## src/rtl/dm_arbiter.sv

```systemverilog
// dm_arbiter: round-robin arbiter sharing one single-port, synchronous-read
// data RAM among NUM_C cores. Each access takes an ISSUE cycle (memory
// strobe) followed by a RESP cycle (ack + read data), so back-to-back
// requesters are served every two cycles.
//
// Optional feature macro: ARB_BURST_EN
//   When defined, a core still requesting in RESP is re-granted up to
//   MAX_BURST consecutive times before arbitration moves on.
//   When undefined, RESP always masks the core just served.

module dm_arbiter #(
    parameter int NUM_C     = 4,
    parameter int AW        = 16,
    parameter int DW        = 16,
    parameter int MAX_BURST = 4
) (
    input  logic                clk,
    input  logic                rst,
    input  logic [NUM_C-1:0]    core_en,
    input  logic [NUM_C-1:0]    req,
    input  logic [NUM_C-1:0]    wr,
    input  logic [NUM_C*AW-1:0] addr,
    input  logic [NUM_C*DW-1:0] wdata,
    output logic [NUM_C-1:0]    ack,
    output logic [DW-1:0]       rdata,
    output logic                mem_en,
    output logic                mem_we,
    output logic [AW-1:0]       mem_addr,
    output logic [DW-1:0]       mem_wdata,
    input  logic [DW-1:0]       mem_rdata,
    output logic                busy
);

    localparam int GW = (NUM_C > 1) ? $clog2(NUM_C) : 1;

    typedef enum logic [1:0] {
        IDLE  = 2'd0,
        ISSUE = 2'd1,
        RESP  = 2'd2
    } state_t;

    state_t            state_q, state_d;
    logic [GW-1:0]     gidx_q, gidx_d;
    logic [GW-1:0]     rr_ptr_q, rr_ptr_d;
    // Write qualifier captured in ISSUE so RESP does not depend on wr staying put.
    logic              we_q, we_d;
`ifdef ARB_BURST_EN
    localparam int BW = $clog2(MAX_BURST) + 1;
    logic [BW-1:0]     burst_q, burst_d;
`endif

    logic [NUM_C-1:0]  elig_s;
    logic [NUM_C-1:0]  gmask_s;
    logic [GW:0]       pick_idle_s;
    logic [GW:0]       pick_resp_s;

    // Round-robin search: first set bit of vec at or above ptr, wrapping.
    // Returns {found, index}.
    function automatic logic [GW:0] rr_pick(input logic [NUM_C-1:0] vec,
                                            input logic [GW-1:0]    ptr);
        logic          found;
        logic [GW-1:0] win;
        int            idx;
        found = 1'b0;
        win   = '0;
        for (int k = 0; k < NUM_C; k++) begin
            idx = (int'(ptr) + k) % NUM_C;
            if (!found && vec[idx]) begin
                found = 1'b1;
                win   = GW'(idx);
            end else begin
                found = found;
            end
        end
        return {found, win};
    endfunction

    // Priority pointer after a grant: the core just above the winner, wrapping.
    function automatic logic [GW-1:0] next_ptr(input logic [GW-1:0] win);
        logic [GW-1:0] nxt;
        if (win == GW'(NUM_C - 1)) begin
            nxt = '0;
        end else begin
            nxt = win + GW'(1);
        end
        return nxt;
    endfunction

    assign elig_s = req & core_en;
    assign busy   = (state_q != IDLE);

    // Next-state, grant bookkeeping and combinational memory/response outputs.
    always_comb begin
        state_d   = state_q;
        gidx_d    = gidx_q;
        rr_ptr_d  = rr_ptr_q;
        we_d      = we_q;
`ifdef ARB_BURST_EN
        burst_d   = burst_q;
`endif
        mem_en    = 1'b0;
        mem_we    = 1'b0;
        mem_addr  = '0;
        mem_wdata = '0;
        ack       = '0;
        rdata     = '0;

        gmask_s          = '0;
        gmask_s[gidx_q]  = 1'b1;
        pick_idle_s      = rr_pick(elig_s, rr_ptr_q);
        pick_resp_s      = rr_pick(elig_s & ~gmask_s, rr_ptr_q);

        case (state_q)
            IDLE: begin
                if (pick_idle_s[GW]) begin
                    gidx_d   = pick_idle_s[GW-1:0];
                    rr_ptr_d = next_ptr(pick_idle_s[GW-1:0]);
                    state_d  = ISSUE;
`ifdef ARB_BURST_EN
                    burst_d  = '0;
`endif
                end else begin
                    state_d  = IDLE;
                end
            end

            ISSUE: begin
                // Committed: completes even if req/core_en of gidx drops now.
                mem_en    = 1'b1;
                mem_we    = wr[gidx_q];
                mem_addr  = addr[int'(gidx_q)*AW +: AW];
                mem_wdata = wdata[int'(gidx_q)*DW +: DW];
                we_d      = wr[gidx_q];
                state_d   = RESP;
            end

            RESP: begin
                ack = gmask_s;
                if (we_q) begin
                    rdata = '0;
                end else begin
                    rdata = mem_rdata;
                end
`ifdef ARB_BURST_EN
                if (elig_s[gidx_q] && (burst_q < BW'(MAX_BURST - 1))) begin
                    burst_d = burst_q + BW'(1);
                    state_d = ISSUE;
                end else begin
                    burst_d = '0;
                    if (pick_resp_s[GW]) begin
                        gidx_d   = pick_resp_s[GW-1:0];
                        rr_ptr_d = next_ptr(pick_resp_s[GW-1:0]);
                        state_d  = ISSUE;
                    end else begin
                        state_d  = IDLE;
                    end
                end
`else
                if (pick_resp_s[GW]) begin
                    gidx_d   = pick_resp_s[GW-1:0];
                    rr_ptr_d = next_ptr(pick_resp_s[GW-1:0]);
                    state_d  = ISSUE;
                end else begin
                    state_d  = IDLE;
                end
`endif
            end

            default: begin
                state_d = IDLE;
            end
        endcase
    end

    // State and grant registers; reset drops any in-flight access.
    always_ff @(posedge clk) begin
        if (rst) begin
            state_q  <= IDLE;
            gidx_q   <= '0;
            rr_ptr_q <= '0;
            we_q     <= 1'b0;
`ifdef ARB_BURST_EN
            burst_q  <= '0;
`endif
        end else begin
            state_q  <= state_d;
            gidx_q   <= gidx_d;
            rr_ptr_q <= rr_ptr_d;
            we_q     <= we_d;
`ifdef ARB_BURST_EN
            burst_q  <= burst_d;
`endif
        end
    end

endmodule

```

## config.mk

```make
export PLATFORM = sky130hd
export DESIGN_NAME = dm_arbiter
export DESIGN_NICKNAME = d
export VERILOG_FILES = /design/src/rtl/dm_arbiter.sv
export SDC_FILE = /design/constraint.sdc
export NUM_CORES = 1
export LEC_CHECK = 0
export ABC_AREA = 1
export CORE_ASPECT_RATIO = 0.75
export CORE_MARGIN = 1
export CORE_UTILIZATION = 25
export CTS_CLUSTER_SIZE = 8
export DETAILED_ROUTE_END_ITERATION = 8
export PLACE_DENSITY = 0.7
export SLEW_MARGIN = 20
export SYNTH_ARGS = -nofsm -noshare
export SYNTH_HDL_FRONTEND = slang
export SYNTH_SLANG_ARGS = --single-unit
```

## constraint.sdc

```tcl
create_clock -name clk -period 2.21 [get_ports clk]
set_input_delay 0.3315 -clock clk [delete_from_list [all_inputs] [get_ports clk]]
set_output_delay 0.3315 -clock clk [all_outputs]
set_load 0.01 [all_outputs]
```

Yosys cells after proc, flatten, opt, wreduce, memory -nomap -nowiden. Cells that the tools add are included.

Equal/unequal tests: 6. Add/sub/neg operators: 5. Reduce and logical (&&, ||, !) cells: 20. Divide/modulo/power cells: 0. Bitwise operators: 6. Muxes and demuxes: 60. $mul: 0. Order comparisons: 6. Shift-type cells: 2.

Operators by type and width (count): 64-bit by 7-bit indexed part select with 16-bit output (2); 16-bit two-way mux (4); 1-bit two-way mux (28); 2-bit two-way mux (14); 1-bit binary-select mux with 2-bit select (9); 3-bit by 4-bit less-than comparator with 1-bit output (second input constant) (3); 4-bit bitwise AND (2); 2-bit one-hot mux with 2 select lines (2); 1-bit logical AND (7); 2-bit by 1-bit adder with 2-bit output (second input constant) (3); 2-bit equality test (second input constant) (3); 1-bit logical NOT (6); 2-bit by 3-bit less-than comparator with 1-bit output (second input constant) (2); 2-bit one-hot mux with 3 select lines (1); 2-bit OR reduction (3); 2-bit adder (second input constant) (2); 4-bit two-way mux (1); 2-bit inequality test (second input constant) (2); 4-bit inverter (1); 2-bit nonzero test (2); 1-bit bitwise AND (first input constant) (3); 3-bit AND reduction (1); 1-bit demux with 2-bit select (1); 2-bit by 1-bit equality test with 1-bit output (second input constant) (1); other kinds (2) (2).

Output and inout bits: 55. Word-level logic and storage cells: 109. Bits of input ports: 158. Register bits after elaboration: 7. ROM bits: 0. Memories: 0. Bits in latches: 0. Memory bits (writable): 0.

Depth between registers and ports, before layout. Gate-level depths: netlist (run 1).

Depth after elaboration: 22. Mapped depth: 17. Mapped depth without buffers: 16.

Least setup slack after synthesis (run 1). OpenSTA, ideal clock, no wires.

Kind: reg2out. Start: register gidx_q[1]. End: output mem_addr[10]. Cell stages (with the launch flop): 6. Path buffers: 3. Arrival: 1.377 ns. Path slack: 0.501 ns. Cells stage by stage: dfxtp_1 > buf_4 > clkbuf_1 > clkbuf_1 > nand3_1 > a31oi_1.

Longest elaborated chain between the ends: 2.

Ends and longest elaborated chain: start, declared (line 43) `logic [GW-1:0] gidx_q, gidx_d;`; start signal, assigned (line 187) `gidx_q <= gidx_d;`; 64-bit by 7-bit indexed part select with 16-bit output (line 131) `mem_addr = addr[int'(gidx_q)*AW +: AW];`; 16-bit two-way mux (line 113) `case (state_q)`; end, declared (line 28) `output logic [AW-1:0] mem_addr,`.

Every way passes these cells.

Final worst setup path (run 1).
Start: register gidx_q[1]. End: output mem_we.

Longest elaborated chain between the ends: 3.

Ends and longest elaborated chain: 1-bit binary-select mux with 2-bit select (line 130) `mem_we = wr[gidx_q];`; 1-bit two-way mux (not written as such) (line 130); 1-bit two-way mux (line 113); end, declared (line 27) `output logic mem_we,`.

Every way passes these cells. The select of a mux whose other input is x is not followed.

==> impl_metrics.csv, run 1 <==
group,metric,value,unit
logic_synthesis,synth_compound_area_share,26.3,%
final_layout,fill_cells,726,
global_route,antenna_found_initial,0,
placed_design,numPortBuffers,212,
drt,drc_errors,0,
worst_setup_path,end_kind,"primary output",
run,max_cap_viol_count,0,
final_layout,fin_area,4320,um2
placed_design,dp_slack,0.105,ns
cts,path_clk_slew,0.04,ns
logic_synthesis,synthTopCellsByCount,"90 x nand3_1, 77 x nand2_1, 33 x a31oi_1",
die,die-area,8150,um2
final_layout,multi_input_area,1580,um2
logic_synthesis,ys_ff_latch,7,
logic_synthesis,synthCells,358,
logic_synthesis,synth_area,1950,um2
drt,ant_nets,0,
sta,tightestPinTransition,0.529,ns
min_path,worst_hold_startpoint,"state_q[1]",
cts,numCtsBuffers,3,
final_layout,n_antenna_cell,0,
drt,post_drt_wl_per_cell,15.3,um
logic_synthesis,synth-simple-area-share,54.4,%
final_layout,final_nets,721,
worst_setup_path,reg2reg_slack,0.28,ns
logic_synthesis,synth_top_family_by_area,"simple AND/OR/NAND/NOR gates",
global_route,grt_max_degree,53,
logic_synthesis,syn_nets,516,
drt,drt_first_iter_violations,257,
placed_design,place_congestion,0.943,
placed_design,placed_cell_area,4220,um2
cts,clockRootBuffer,"clkbuf_8",
final_layout,drive_gt1_share,10.7,%
logic_synthesis,synth_area_leaders,"nand3_1 23%, nand2_1 15%, a22oi_1 12%, a31oi_1 11%, dfxtp_1 7.2%",
logic_synthesis,muxShareOfSynthArea,0,%
logic_synthesis,ys_warn_count,0,
global_route,grt_pass1_vias,3225,
logic_synthesis,synth_top_cell_area_share,23.1,%
logic_synthesis,synth-edff-count,0,
cts,cts_tree,"done",
drt,dr.pass1.iters,5,
sta,rsz0062_at_grt,"yes",
logic_synthesis,synth_ff_type,"dfxtp_1",
outcome,status,"complete, no violations",
min_path,hp-class,"flip-flop to flip-flop",
power,ir_drop,0.406,mV
drt,viasPerCell,5.16,
placed_design,post-place-cells,658,
sta,fin_skew,0.00281,ns
logic_synthesis,yosysSeqAreaShare,7.20,%
drt,drt-total-wl,10100,um
logic_synthesis,yosys.area_share.adder,0,%
logic_synthesis,yosys.area_share.xor_xnor,0,%
global_route,track_usage,23.3,%
sta,fin_crit,2.12,ns
die,fp.dieH,78.4,um
global_route,overflow,0,
final_layout,regArea,143,um2
final_layout,fin_util,58.1,%
placed_design,dpl.hpwl,8020,um
sta,setup_ws,0.0856,ns
cts,cts_buffer_depth,2,
logic_synthesis,async_flop_share,0,%
die,core_region_area,7430,um2
logic_synthesis,synth.most_common_cell,"nand3_1",
sta,fmax,471,MHz
logic_synthesis,syn_area_per_cell,5.44,um2
worst_setup_path,cp-start-kind,"flip-flop",
power,p_leak,1.98,nW
die,rows,27,
die,start_util,26.2,%
sta,max-slew-margin-rel,64.7,%
worst_setup_path,crit_path_max_fanout,17,
worst_setup_path,crit_start,"gidx_q[1]",
worst_setup_path,r2r-start,"gidx_q[1]",
power,p_total,3.32,mW
die,die_w,104,um
final_layout,final_cells,663,
worst_setup_path,crit_type,"flip-flop to primary output",
sta,slew_viol_final,0,
sta,hold_slack,0.563,ns
logic_synthesis,synth_cell_types,26,
sta,tns,0,ns
worst_setup_path,cp.arrival,1.79,ns
cts,clkLatencyLatePin,0.23,ns
power,power_density,767,nW/um2
logic_synthesis,yosys.area.top_type,"nand3_1",
cts,cts.sinks,7,
sta,hold_violations,0,
global_route,grt_pass1_wl,15300,um
sta,min_period_over_period,96.1,%
cts,cts_setup_buffers,0,
final_layout,area_growth,122,%
drt,vias,3424,
sta,finalSetupViolCount,0,
worst_setup_path,cp.required,1.88,ns
die,num_io_pins,213,
cts,htreeDepth,1,
-- timing repair --
action	4_1_cts	5_1_grt
endpoints found under the setup margin	33	13
endpoints found under the hold margin	0	0
hold buffers	0	0
resized for setup	27	15
pin swaps	0	0
gates cloned	0	1
-- final timing paths --
path | end | depth (start not counted)
setup / recovery | mem_we | 8
hold / removal | we_q | 3
hold reg to reg | we_q | 3
setup reg to reg | rr_ptr_q[1] | 15
-- cells by family (layout without fill, tap and decap cells) --
kind of cell | Yosys count | after routing
AOI/OAI and AO/OA | 75 | 75
buffers and inverters | 54 | 258
and+or+nand+nor | 222 | 222
DFF | 7 | 7
-- layout make-up --
class / count / area share, %
Tap cell: 101 / 2.92
Clock buffer: 4 / 1.04
Inverter: 23 / 2.17
Timing Repair Buffer: 231 / 54.1
Multi-Input combinational cell: 297 / 36.5
Sequential cell: 7 / 3.30
-- worst max-delay path, cell delays in order (launching register included) --
cell,delay [ns]
dfxtp_2,0.37
inv_1,0.09
nand2_4,0.10
clkinvlp_4,0.15
buf_12,0.18
a22o_1,0.21
o21ai_2,0.14
inv_1,0.04
dlygate4sd2_1,0.28
-- sequential cells by signal, indices dropped and copies added, names as in the netlist --
signal / flops
gidx_q: 2
rr_ptr_q: 2
state_q: 2
we_q: 1
-- power breakdown --
group,switching (mW),internal (mW)
Combinational,1.63,1.26
Sequential,0.0649,0.174
Clock,0.0611,0.125
Total,1.75,1.56
-- metal layers --
metal | track usage, % | up-vias | wire (um)
met2 | 40.7 | 190 | 4810
met3 | 5.48 | 36 | 781
li1 | - | 1675 | -
met1 | 27.1 | 1523 | 4120
met4 | 10.6 | 0 | 433
met5 | 0 | - | 0
-- layout by cell type (no fill, tap or decap), types with 3 or more instances in the layout --
cell type / count
clkdlybuf4s50_1: 178
nand3_1: 90
nand2_1: 77
a31oi_1: 33
a22oi_1: 32
nor2_1: 27
dlygate4sd2_1: 21
inv_1: 15
nand2_2: 13
dlymetal6s2s_1: 13
buf_4: 13
nand3_2: 6
dfxtp_1: 5
inv_2: 4
clkbuf_8: 4
nor2_4: 3
a21oi_1: 3
a21oi_2: 3
buf_12: 3
Power figures use the tool's default switching activity.
==> run 2: changes to the inputs <==
--- a/config.mk
+++ b/config.mk
@@ -8,10 +8,10 @@
 export ABC_AREA = 1
 export CORE_ASPECT_RATIO = 0.75
 export CORE_MARGIN = 1
-export CORE_UTILIZATION = 25
+export CORE_UTILIZATION = 29
 export CTS_CLUSTER_SIZE = 8
 export DETAILED_ROUTE_END_ITERATION = 8
-export PLACE_DENSITY = 0.7
+export PLACE_DENSITY = 0.83
 export SLEW_MARGIN = 20
 export SYNTH_ARGS = -nofsm -noshare
 export SYNTH_HDL_FRONTEND = slang
==> impl_metrics.csv, run 2 (synthesis results as in run 1) <==
group,metric,value,unit
outcome,status,"complete, no violations",
sta,fin_skew,0.00396,ns
global_route,grt_max_degree,67,
placed_design,dp_slack,0.0452,ns
worst_setup_path,end_kind,"primary output",
final_layout,regArea,143,um2
placed_design,place_congestion,0.849,
global_route,grt_use_met2,48.2,%
placed_design,post-place-cells,633,
final_layout,n_antenna_cell,0,
cts,htreeDepth,1,
cts,cts.sinks,7,
power,ir_drop,0.461,mV
die,start_util,30.5,%
die,die-area,7050,um2
final_layout,fill_cells,585,
cts,cts_tree,"done",
drt,post_drt_wl_per_cell,15.6,um
final_layout,most-common-layout-cells,"179 x clkdlybuf4s50_1, 90 x nand3_1, 77 x nand2_1",
global_route,grt_pass1_wl,14900,um
global_route,overflow,0,
global_route,antenna_found_initial,0,
cts,cts_buffer_depth,2,
sta,tightestPinTransition,0.500,ns
cts,path_clk_slew,0.04,ns
global_route,met1_usage,30.2,%
cts,clkLatencyLatePin,0.23,ns
worst_setup_path,cp.arrival,1.77,ns
final_layout,multi_input_area,1570,um2
global_route,track_usage,25.6,%
sta,finalSetupViolCount,0,
die,num_io_pins,213,
cts,cts-hold-fix-buffers,0,
drt,viasPerCell,5.39,
power,swShare,53.7,%
final_layout,final_nets,715,
sta,min_period_over_period,95.1,%
power,p_clk_share,5.8,%
sta,slew_viol_final,0,
final_layout,final_common_cell,"clkdlybuf4s50_1",
placed_design,dpl.hpwl,7880,um
worst_setup_path,cp.required,1.88,ns
power,p_int,1.50,mW
power,p_leak,1.80,nW
power,share_seq_of_total_power,7.6,%
worst_setup_path,crit_type,"flip-flop to primary output",
sta,max-slew-margin-rel,66.6,%
cts,numCtsBuffers,3,
final_layout,drive_gt1_share,9.17,%
sta,hold_violations,0,
die,rows,25,
drt,vias,3436,
run,max_cap_viol_count,0,
final_layout,reg_top3,"gidx_q x2, rr_ptr_q x2, state_q x2",
cts,clockRootBuffer,"clkbuf_8",
die,die_w,96.6,um
sta,fmax,476,MHz
sta,hold_slack,0.699,ns
power,combPwrFrac,86.6,%
power,power.switching,1.74,mW
die,fp.dieH,73.0,um
die,core_region_area,6380,um2
global_route,busiest_layer,"met2",
sta,rsz0062_at_grt,"no",
worst_setup_path,crit_path_max_fanout,32,
global_route,grt_util_met3,4.21,%
worst_setup_path,cp-start-kind,"flip-flop",
final_layout,area_growth,115,%
placed_design,placed_cell_area,4190,um2
drt,drt-total-wl,9930,um
min_path,hp-class,"flip-flop to flip-flop",
sta,fin_crit,2.10,ns
drt,drc_errors,0,
drt,drt_first_iter_violations,241,
drt,dr.pass1.iters,5,
drt,ant_nets,0,
final_layout,final_cells,637,
power,power_density,773,nW/um2
placed_design,numPortBuffers,212,
final_layout,fin_area,4190,um2
sta,tns,0,ns
global_route,grt_pass1_vias,3196,
sta,setup_ws,0.108,ns
==> run 2: cell types whose count changed in the layout (fill, tap and decap cells not counted), sizes merged <==
cell	delta
clkbuf	-2
inv	+1
clkinvlp	-1
clkdlybuf4s50	+1
dlymetal6s2s	-12
buf	-4
dlygate4sd2	+11
==> run 2: power by group through the flow <==
stage | sequential (mW) | combinational (mW) | clock (mW)
6_report | 0.246 | 2.81 | 0.189
2_1_floorplan | 0.195 | 1.75 | 0
3_3_place_gp | 0.245 | 2.83 | 0
5_1_grt | 0.256 | 3.05 | 0.200
3_5_place_dp | 0.248 | 2.90 | 0
4_1_cts | 0.245 | 2.79 | 0.192
==> run 2: repair_timing <==
action,4_1_cts,5_1_grt
gates resized for setup,32,1
cloned,0,0
endpoints found under the setup margin,32,1
buffers inserted,0,0
endpoints found under the hold margin,0,0
==> run 2: per-layer routing <==
metal / wire length (um) / share of wire, %
met5: 0 / 0
met4: 126 / 1.3
met3: 752 / 7.6
met2: 5140 / 52
met1: 3910 / 39
==> run 2: worst paths after layout <==
check	from	endpoint	slack, ns	cells past startpoint
setup / recovery	gidx_q[1]	mem_addr[15]	0.11	7
hold / removal	we_q	we_q	0.70	2
setup reg to reg	gidx_q[0]	rr_ptr_q[1]	0.16	14
hold reg to reg	we_q	we_q	0.70	2
==> run 2: metrics by stage <==
step,utilization [%],total power [mW]
CTS,65.7,3.22
global route,65.7,3.50
floorplan,-,1.95
finish,65.7,3.24
detailed placement,65.6,3.14
global placement,65.6,3.08
==> run 2: critical path, stage by stage (launching register included) <==
cell           delay [ns]
dfxtp_2              0.35
inv_1                0.12
nand2_4              0.08
inv_1                0.12
buf_12               0.21
a22oi_1              0.09
a31oi_1              0.25
dlygate4sd2_1        0.31
==> run 2: final cells by class <==
| class | instances | area share [%] |
|---|---|---|
| multi-input combinational | 297 | 37.5 |
| clock buffer | 4 | 1.07 |
| sequential | 7 | 3.40 |
| inverter | 23 | 2.09 |
| timing repair buffer | 225 | 53.5 |
| tap | 81 | 2.42 |
==> run 3: changes to the inputs <==
--- a/config.mk
+++ b/config.mk
@@ -12,7 +12,7 @@
 export CTS_CLUSTER_SIZE = 8
 export DETAILED_ROUTE_END_ITERATION = 8
 export PLACE_DENSITY = 0.83
-export SLEW_MARGIN = 20
+export SLEW_MARGIN = 25
 export SYNTH_ARGS = -nofsm -noshare
 export SYNTH_HDL_FRONTEND = slang
 export SYNTH_SLANG_ARGS = --single-unit
==> results of run 3 <==
Same layout as run 2: the final DEF is identical, and so are final timing and power.
